[config.mk]
export PLATFORM = sky130hd
export DESIGN_NAME = ov7670_word_pack
export DESIGN_NICKNAME = d
export VERILOG_FILES = /design/src/rtl/ov7670_pkg.sv /design/src/rtl/ov7670_frame_stats.sv /design/src/rtl/ov7670_word_pack.sv
export SDC_FILE = /design/constraint.sdc
export NUM_CORES = 1
export LEC_CHECK = 0
export CORE_MARGIN = 2
export CORE_UTILIZATION = 40
export DETAILED_ROUTE_END_ITERATION = 10
export GPL_TIMING_DRIVEN = 0
export PLACE_DENSITY = 0.61
export SLEW_MARGIN = 20
export SYNTH_ARGS = -nofsm -noshare
export SYNTH_HDL_FRONTEND = slang
export SYNTH_SLANG_ARGS = --single-unit
export TNS_END_PERCENT = 20
[constraint.sdc]
create_clock -name pclk -period 2.6 [get_ports pclk]
set_input_delay 0.65 -clock pclk [delete_from_list [all_inputs] [get_ports pclk]]
set_output_delay 0.65 -clock pclk [all_outputs]
set_load 0.05 [all_outputs]
[src/rtl/ov7670_pkg.sv]
// ov7670_pkg
// Shared definitions for the OV7670 capture path: the word packer state
// encoding, the RGB565 -> RGB444 reduction used before framebuffer writes,
// and the framebuffer size shared by the capture and display stages.
package ov7670_pkg;

  // Framebuffer depth in words (640x480).
  localparam int FRAME_PIXELS = 307200;

  // Packer FSM: waiting for the high (RG) byte, or holding it and waiting
  // for the matching low (BX) byte.
  typedef enum logic {
    WAIT_HI = 1'b0,
    WAIT_LO = 1'b1
  } pack_state_t;

  // Keep the top 4 bits of each colour channel of an RGB565 word
  // {r[4:0], g[5:0], b[4:0]}.
  function automatic logic [11:0] rgb565_to_444(input logic [15:0] rgb565);
    return {rgb565[15:12], rgb565[10:7], rgb565[4:1]};
  endfunction

endpackage

[src/rtl/ov7670_frame_stats.sv]
// ov7670_frame_stats
// Per-frame statistics for the word packer. Detects the vsync rising edge,
// accumulates written pixels and protocol errors for the frame in progress,
// and latches them into the status registers at each frame boundary.
//
// Ports:
//   pclk, rst_n   - camera pixel clock, asynchronous active-low reset
//   vsync         - raw camera vsync, high between frames
//   pix_inc       - one pixel was written to the framebuffer this cycle
//   err_set       - a protocol error was seen this cycle
//   frame_done    - one-cycle pulse after vsync is first sampled high
//   frame_pixels  - pixels written in the last completed frame
//   frame_err     - last completed frame had at least one protocol error
module ov7670_frame_stats #(
  parameter int AW = 19
) (
  input  logic          pclk,
  input  logic          rst_n,
  input  logic          vsync,
  input  logic          pix_inc,
  input  logic          err_set,
  output logic          frame_done,
  output logic [AW-1:0] frame_pixels,
  output logic          frame_err
);

  logic          vsync_d;
  logic [AW-1:0] pix_cnt;
  logic          err_cur;
  logic          vsync_rise;

  assign vsync_rise = vsync & ~vsync_d;

  // On a vsync rise the running counters are published and cleared. The
  // packer masks its inputs while vsync is high, so no pixel or error can
  // arrive in the same cycle as the rise and none is lost here.
  always_ff @(posedge pclk or negedge rst_n) begin
    if (!rst_n) begin
      vsync_d      <= 1'b0;
      pix_cnt      <= '0;
      err_cur      <= 1'b0;
      frame_done   <= 1'b0;
      frame_pixels <= '0;
      frame_err    <= 1'b0;
    end else begin
      vsync_d    <= vsync;
      frame_done <= vsync_rise;
      if (vsync_rise) begin
        frame_pixels <= pix_cnt;
        frame_err    <= err_cur;
        pix_cnt      <= '0;
        err_cur      <= 1'b0;
      end else begin
        // Saturate rather than wrap so a runaway frame never reads as small.
        if (pix_inc && (pix_cnt != '1)) begin
          pix_cnt <= pix_cnt + 1'b1;
        end
        if (err_set) begin
          err_cur <= 1'b1;
        end
      end
    end
  end

endmodule

[src/rtl/ov7670_word_pack.sv]
// ov7670_word_pack
// Merges the capture stage's byte-lane write stream (high byte on lane 1,
// then low byte on lane 0 at the same address) into one RGB565 word,
// reduces it to RGB444 and issues a single 12-bit framebuffer write.
//
// Ports:
//   pclk, rst_n   - camera pixel clock, asynchronous active-low reset
//   vsync         - raw camera vsync; while high all input is ignored
//   in_addr       - byte-pair address from the capture stage
//   in_data       - byte from the capture stage
//   in_we         - lane enables: [1] high (RG) byte, [0] low (BX) byte
//   fb_addr       - framebuffer write address (holds when fb_we=0)
//   fb_data       - RGB444 pixel (holds when fb_we=0)
//   fb_we         - one-cycle write strobe per pixel
//   frame_done    - one-cycle pulse at each vsync rising edge
//   frame_pixels  - pixels written in the last completed frame
//   frame_err     - last completed frame had a protocol error
//   oob_err       - sticky: a write at addr >= MAX_PIXELS was dropped
module ov7670_word_pack
  import ov7670_pkg::*;
#(
  parameter int AW         = 19,
  parameter int MAX_PIXELS = FRAME_PIXELS
) (
  input  logic          pclk,
  input  logic          rst_n,
  input  logic          vsync,
  input  logic [AW-1:0] in_addr,
  input  logic [7:0]    in_data,
  input  logic [1:0]    in_we,
  output logic [AW-1:0] fb_addr,
  output logic [11:0]   fb_data,
  output logic          fb_we,
  output logic          frame_done,
  output logic [AW-1:0] frame_pixels,
  output logic          frame_err,
  output logic          oob_err
);

  // One extra bit so a limit equal to 2^AW still compares correctly.
  localparam logic [AW:0] PIXEL_LIMIT = (AW + 1)'(MAX_PIXELS);

  pack_state_t   state;
  logic [7:0]    hi;
  logic [AW-1:0] held_addr;

  logic lo_match;
  logic held_oob;
  logic pair_done;
  logic pix_inc;
  logic err_set;

  assign lo_match  = (in_addr == held_addr);
  assign held_oob  = ({1'b0, held_addr} >= PIXEL_LIMIT);
  assign pair_done = !vsync && (state == WAIT_LO) && (in_we == 2'b01) && lo_match;
  assign pix_inc   = pair_done && !held_oob;

  // Protocol errors: both lanes at once, an orphan low byte, a low byte at
  // the wrong address, or a second high byte before its low byte.
  assign err_set = !vsync && ((in_we == 2'b11) ||
                              ((state == WAIT_HI) && (in_we == 2'b01)) ||
                              ((state == WAIT_LO) && (in_we == 2'b01) && !lo_match) ||
                              ((state == WAIT_LO) && (in_we == 2'b10)));

  // Packer FSM with registered framebuffer outputs. A high byte always
  // (re)loads the holding registers; a second one simply replaces the first.
  always_ff @(posedge pclk or negedge rst_n) begin
    if (!rst_n) begin
      state     <= WAIT_HI;
      hi        <= 8'h00;
      held_addr <= '0;
      fb_addr   <= '0;
      fb_data   <= 12'h000;
      fb_we     <= 1'b0;
      oob_err   <= 1'b0;
    end else begin
      fb_we <= 1'b0;
      if (vsync) begin
        state <= WAIT_HI;
      end else begin
        case (in_we)
          2'b11: state <= WAIT_HI;
          2'b10: begin
            hi        <= in_data;
            held_addr <= in_addr;
            state     <= WAIT_LO;
          end
          2'b01: begin
            if (state == WAIT_LO) begin
              state <= WAIT_HI;
              if (lo_match) begin
                if (held_oob) begin
                  oob_err <= 1'b1;
                end else begin
                  fb_we   <= 1'b1;
                  fb_addr <= held_addr;
                  fb_data <= rgb565_to_444({hi, in_data});
                end
              end
            end
          end
          default: ;
        endcase
      end
    end
  end

  ov7670_frame_stats #(
    .AW(AW)
  ) u_stats (
    .pclk        (pclk),
    .rst_n       (rst_n),
    .vsync       (vsync),
    .pix_inc     (pix_inc),
    .err_set     (err_set),
    .frame_done  (frame_done),
    .frame_pixels(frame_pixels),
    .frame_err   (frame_err)
  );

endmodule

==> impl_results.md, run 1 <==
- Status: completed
- Synth cell types: 42
- NumNets Final: 514
- Seq/Total Area, Yosys: 0.578
- Worst path cell trace: clkdlybuf4s50_1 -> xnor2_1 -> nand4_1 -> nor3_4 -> buf_4 -> nand3_2 -> buf_2 -> buf_2 -> o21ai_0 -> a21oi_1
- Core region area: 10800 um2
- Final setup viols: 0
- Clock insertion delay at the later pin of the skew report: 0.36 ns
- GPL Wtd Cong: 0.779
- Row cnt: 38
- Overflow after GRT: 0
- Critical path fanouts, max: 10
- Syn Std Cell Area: 4410 um2
- Drt drc: 0
- Cell count after synthesis: 383
- Startpoint types: input pin
- Die Span X: 109 um
- Power after layout: 0.00298 W
- Diodes inserted: 0
- Bufs on Longest Clock Path: 2
- Root Driver: clkbuf_8
- Seq cells post-synth: 102
- Cts bufs inserted: 9
- PwrDens: 526 nW/um2
- Met3 global-route usage: 0.0460
- Period utilization: 0.958
- GRT busiest layer: met2
- Die H: 109 um
- FMAX: 402 MHz
- Max Slew Vio Count: 0
- Ys Warns: 0
- I/O pin total: 86
- WL per Instance: 14.8 um
- Max VDD drop: 0.000254 V
- Share of layout cells above drive strength 1: 0.189
- Clk pin slew, worst setup/hold paths: 0.10 ns
- Data required time at the worst endpoint: 2.82 ns
- CP Capture Type: register
- Synth Net Count: 416
- Placed wire-length estimate: 6630 um
- H-Tree Depth: 3
- Clock skew: 0.0129 ns
- Area growth syn-to-layout: 28.3%
- Via Count: 3118
- Grt met1 use: 0.212
- Met2 Track Usage GR: 0.282
- Top Family by Delay on Critical Path: buffers and inverters
- Global-route wire length before repair: 15600 um
- Worst hold slack: 0.124 ns
- Most Frequent Cell on Critical Path: buf_2
- Area contributors post-synth: dfrtp_1, mux2_2, nand2_1, xnor2_1, nand3_1
- Tmin final: 2.49 ns
- Worst-Margin Slew: 0.648 ns
- Largest net degree at the start of global routing: 81
- Max_cap viols: 0
- Syn avg cell area: 11.5 um2
- Final ANT Viol Nets: 0
- Port buffer count: 85
- Final Hold Viols: 0
- HP Class: input pin to asynchronous set/reset pin
- Clk sinks: 102
- Area share of the largest cell type after synthesis: 0.578
- Vias in the first global route: 3177
- Pleak: 2.58 nW
- CP max-delay cell: clkdlybuf4s50_1
- Initial drt markers: 95
- Overall routing resource usage: 0.167
- Worst setup path class: input pin to register
- Initial antenna violation count: 0
- Initial DRT Pass Iterations: 5
- CTS tree: built
- Worst path arrival time: 2.71 ns
- CP peak stage delay: 0.49 ns
- RSZ-0062 raised after global routing: no
- Drt total wl: 9250 um
- Post-DR vias/cell: 4.98
- Relative slew margins: 0.565
- DIE AREA: 11900 um2
- Worst Path Buf+Inv: 4
- Initial Utilization: 0.409
- Yosys top cell by area: dfrtp_1
==> flip-flops by register name, summed over array words and instances (netlist names) <==
name	flops
u_stats.pix_cnt	19
u_stats.err_cur	1
fb_data	12
state	1
u_stats.frame_err	1
fb_we	1
oob_err	1
fb_addr	19
u_stats.frame_done	1
held_addr	19
u_stats.vsync_d	1
u_stats.frame_pixels	19
hi	7
==> stage by stage <==
stage | cells | setup WS, ns | util | TNS [ns] | area, um2
finish | 626 | 0.110 | 0.525 | 0 | 5670
global route | 626 | 0.00385 | 0.525 | 0 | 5670
CTS | 625 | 0.00475 | 0.523 | 0 | 5640
detailed placement | 609 | -0.378 | 0.507 | -16.69 | 5470
global placement | 608 | -3.03 | 0.504 | -324.39 | 5440
floorplan | 383 | 0.395 | - | 0 | 4410
==> per-layer routing <==
| layer | up-vias | routed length (um) |
|---|---|---|
| met5 | - | 0 |
| li1 | 1514 | - |
| met3 | 5 | 583 |
| met2 | 72 | 4530 |
| met1 | 1527 | 4070 |
| met4 | 0 | 57 |
==> worst paths after layout <==
path                                                from                        to  slack, ns  cells past startpoint
worst max-delay path                         in_addr[10]        u_stats.pix_cnt[2]       0.11                     10
worst min-delay path                               rst_n   u_stats.frame_pixels[7]       0.12                      1
worst max register to register        u_stats.pix_cnt[0]        u_stats.pix_cnt[2]       0.32                      9
worst min register to register  u_stats.frame_pixels[13]  u_stats.frame_pixels[13]       0.48                      2
max in group asynchronous                          rst_n                     fb_we       1.81                      2
min in group pclk               u_stats.frame_pixels[13]  u_stats.frame_pixels[13]       0.48                      2
==> logic make-up after synthesis <==
group | after synthesis | synth area share
compound gates | 34 | 0.0530
mux | 56 | 0.143
simple gates | 149 | 0.164
flops | 102 | 0.578
fa+ha+maj | 1 | 0.00283
xor+xnor | 19 | 0.0377
buf+inv | 22 | 0.0215
==> worst reg2reg max path: cells and delay by family (launching register included) <==
kind	cells	cell delay [ns]
adders and majority gates	1	0.21
AOI/OAI and AO/OA	3	0.44
DFF	1	0.42
buffers and inverters	2	0.48
and+or+nand+nor	3	0.67
==> placed cells by master (no fill, tap or decap), drive strengths merged, types with 4 or more instances in the layout <==
cell type        n
mux2            56
nor2            15
buf             13
o21ai            6
inv             10
a21oi            7
xnor2           19
nor3            11
clkdlybuf4s50   84
or2              4
a21o             4
clkbuf          15
or3              4
nand3           16
nand4            8
a211o            7
dfrtp          102
nor3b            5
nand2           78
==> area by class of cell <==
type,instances,area [um2]
clock buffers,10,128
well taps,140,175
clock inverters,6,43.8
repair buffers,87,887
fillers,998,5130
inverters,7,26.3
flip-flops and latches,102,2550
plain buffers,15,72.6
multi-input cells,259,1780
==> Yosys cell counts, drive strengths merged <==
cell type,n
o21ai,6
o41ai,1
and3,2
or3b,1
o211ai,1
nor4,1
and4,1
clkbuf,5
nand2,78
nand2b,1
dfrtp,102
inv,7
a21o,4
and2,2
nor3b,5
a211oi,1
a21boi,1
or3,4
nand4,8
buf,10
or2,4
nor2,15
a211o,7
o211a,1
nor3,11
xnor2,19
a31oi,2
ha,1
o21a,1
mux2,56
a21oi,7
nand3,16
o21bai,1
o22a,1
==> power by group <==
part           switching [W]  internal, W  total (W)
clock network       0.000562     0.000357   0.000919
logic               0.000148     0.000176   0.000324
registers          0.0000714      0.00167    0.00174
total               0.000782      0.00220    0.00298
==> repair_timing <==
action                                  in CTS  in global routing
resized for setup                            0                  3
endpoints found under the setup margin       0                 38
setup buffers                                0                  1
hold endpoints to repair                     0                  0
hold buffers                                 0                  0
(Power assumes the default switching activity.)
==> run 2: changes to the inputs <==
Settings changed: CORE_UTILIZATION 40 to 25, PLACE_DENSITY 0.61 to 0.42, REMOVE_ABC_BUFFERS set to 1.
==> run 2 against run 1 <==
- via count increased by 0.74%
- final area increased by 5.1%
- clock power is 60% higher
- critical endpoint is now u_stats.pix_cnt[8]
==> impl_results.md, run 2 (synthesis results as in run 1) <==
- Bufs on Longest Clock Path: 2 (unchanged)
- Pleak: 2.66 nW (+3.3%)
- Die Span X: 137 um (+26%)
- Drt total wl: 10300 um (+11%)
- Max_cap viols: 0 (unchanged)
- Final Instance Area: 5950 um2 (+5.1%)
- Status: completed
- Clock power frac: 0.413 (+0.105)
- Overall routing resource usage: 0.118 (-0.0493)
- Cts bufs inserted: 9 (unchanged)
- P_sw: 0.000824 W (+5.4%)
- Internal Power: 0.00272 W (+24%)
- Met2 routed WL: 4950 um (+9.2%)
- Diodes inserted: 0 (unchanged)
- Worst hold slack: 0.248 ns (+0.124 ns)
- Overflow after GRT: 0 (unchanged)
- Clk pin slew, worst setup/hold paths: 0.07 ns (-0.03 ns)
- Final setup viols: 0 (unchanged)
- PwrDens: 595 nW/um2 (+13%)
- Initial antenna violation count: 0 (unchanged)
- Most frequent cells in the layout: dfrtp_1, clkdlybuf4s50_1, nand2_1
- Clock insertion delay at the later pin of the skew report: 0.35 ns (about the same)
- DIE AREA: 18700 um2 (+58%)
- Worst-Margin Slew: 0.724 ns (+0.0763 ns)
- Critical path fanouts, max: 4 (-6)
- Clock skew: 0.00979 ns (-0.00307 ns)
- Area growth syn-to-layout: 34.9%
- Startpoint types: input pin
- Data required time at the worst endpoint: 2.83 ns (about the same)
- Worst path arrival time: 2.76 ns (+0.05 ns)
- Max VDD drop: 0.000285 V (+12%)
- Dpl cell area: 5540 um2 (+1.3%)
- GPL Wtd Cong: 0.717 (-8.0%)
- FMAX: 395 MHz (-1.7%)
- Share of layout cells above drive strength 1: 0.201 (+0.0115)
- Port buffer count: 85 (unchanged)
- Post-Route Utilization: 0.344 (-0.181)
- Setup_tns: 0 ns (unchanged)
- Flop pwr share: 0.492 (-0.091)
- M1 WL: 4680 um (+15%)
- RSZ-0062 raised after global routing: yes
- Via Count: 3141 (+0.74%)
- Row cnt: 48 (+26%)
- Worst setup path class: input pin to register
- Relative slew margins: 0.514 (-0.0513)
- Placed wire-length estimate: 6800 um (+2.6%)
- Global-route wire length before repair: 16700 um (+7.0%)
- Finished Layout Cells: 703 (+12%)
- Vias in the first global route: 3124 (-1.7%)
- Clk sinks: 102 (unchanged)
- Tmin final: 2.53 ns (+0.0428 ns)
- Initial Utilization: 0.255 (-0.154)
- CTS tree: built
- Period utilization: 0.974 (+0.0164)
- Drt drc: 0 (unchanged)
- Commonest non-fill, non-tap cell in the layout: dfrtp_1
- Logic gate share of total power: 0.095 (-0.013)
- Initial drt markers: 64 (-33%)
- Initial DRT Pass Iterations: 4 (-1)
- HP Class: input pin to asynchronous set/reset pin
- Switch share: 0.232 (-0.0296)
- DP Cell Count: 681 (+12%)
- Highest metal used: met4
- CP Capture Type: register
- Met3 WL post-DR: 386 um (-34%)
- WL per Instance: 14.6 um (-1.2%)
- Final ANT Viol Nets: 0 (unchanged)
- Die H: 137 um (+26%)
- Largest net degree at the start of global routing: 56 (-31%)
- Final Hold Viols: 0 (unchanged)
- Root Driver: clkbuf_16
- NumNets Final: 506 (-1.6%)
- Post-DR vias/cell: 4.47 (-10%)
- Max Slew Vio Count: 0 (unchanged)
- I/O pin total: 86 (unchanged)
- H-Tree Depth: 3 (unchanged)
- Core region area: 17300 um2 (+60%)
- Fill count: 1776 (+78%)
## run 2: changes by cell type in the layout (fill, tap and decap cells not counted), moves of 3 or more
cell       before  now
clkbuf_16       0    9
clkbuf_8        9    1
buf_2           6    0
buf_4           1    5
clkbuf_1        5    1
buf_1           3    0
## run 2: area by class of cell
type	count	area (um2)	share of cell area
clock buffer	11	243	0.0408
clock inverter	5	81.3	0.0137
inverter	7	30.0	0.00504
multi-input combinational	260	1820	0.306
sequential	102	2550	0.429
tap	225	282	0.0473
timing repair buffer	93	946	0.159
## run 2: power groups by stage
stage / sequential [W] / combinational (W) / clock (W)
after floorplan: 0.00176 / 0.000178 / 0
after global placement: 0.00177 / 0.000319 / 0
after global routing: 0.00176 / 0.000371 / 0.00162
final: 0.00174 / 0.000336 / 0.00147
after detailed placement: 0.00177 / 0.000333 / 0
after CTS: 0.00174 / 0.000343 / 0.00153
## run 2: routing by layer
layer | track usage | vias up
met2 | 0.185 | 67
met5 | 0 | -
li1 | - | 1498
met4 | 0.0567 | 0
met1 | 0.153 | 1562
met3 | 0.0267 | 14
## run 2: path summary, 6_finish.rpt
kind / slack [ns] / cells after the start / end / start
worst max register to register: 0.23 / 7 / u_stats.pix_cnt[17] / u_stats.pix_cnt[0]
max in group asynchronous: 1.71 / 2 / u_stats.pix_cnt[7] / rst_n
worst min-delay path: 0.25 / 1 / fb_addr[9] / rst_n
min in group pclk: 0.47 / 2 / u_stats.frame_pixels[11] / u_stats.frame_pixels[11]
worst max-delay path: 0.07 / 9 / u_stats.pix_cnt[8] / in_addr[17]
worst min register to register: 0.47 / 2 / u_stats.frame_pixels[11] / u_stats.frame_pixels[11]
## run 2: worst max-delay path, stage by stage
cell             delay [ns]
clkdlybuf4s50_1        0.51
xnor2_1                0.13
nand4_1                0.17
nor3_4                 0.25
buf_4                  0.18
buf_4                  0.14
nand3_1                0.17
or3b_1                 0.42
o211a_1                0.14
## run 2: what timing repair did
| item | 4_1_cts | 5_1_grt |
|---|---|---|
| hold buffers | 0 | 0 |
| resized for setup | 7 | 3 |
| pin swaps | 2 | 1 |
| cloned | 1 | 0 |
| endpoints found under the setup margin | 51 | 48 |
| setup buffers | 4 | 1 |
## run 2: per-stage QoR
stage	setup WS [ns]	power, W
after floorplan	0.188	0.00194
after global placement	-3.29	0.00209
after detailed placement	-0.910	0.00211
after CTS	-0.00167	0.00362
after global routing	-0.0229	0.00375
final	0.0674	0.00354
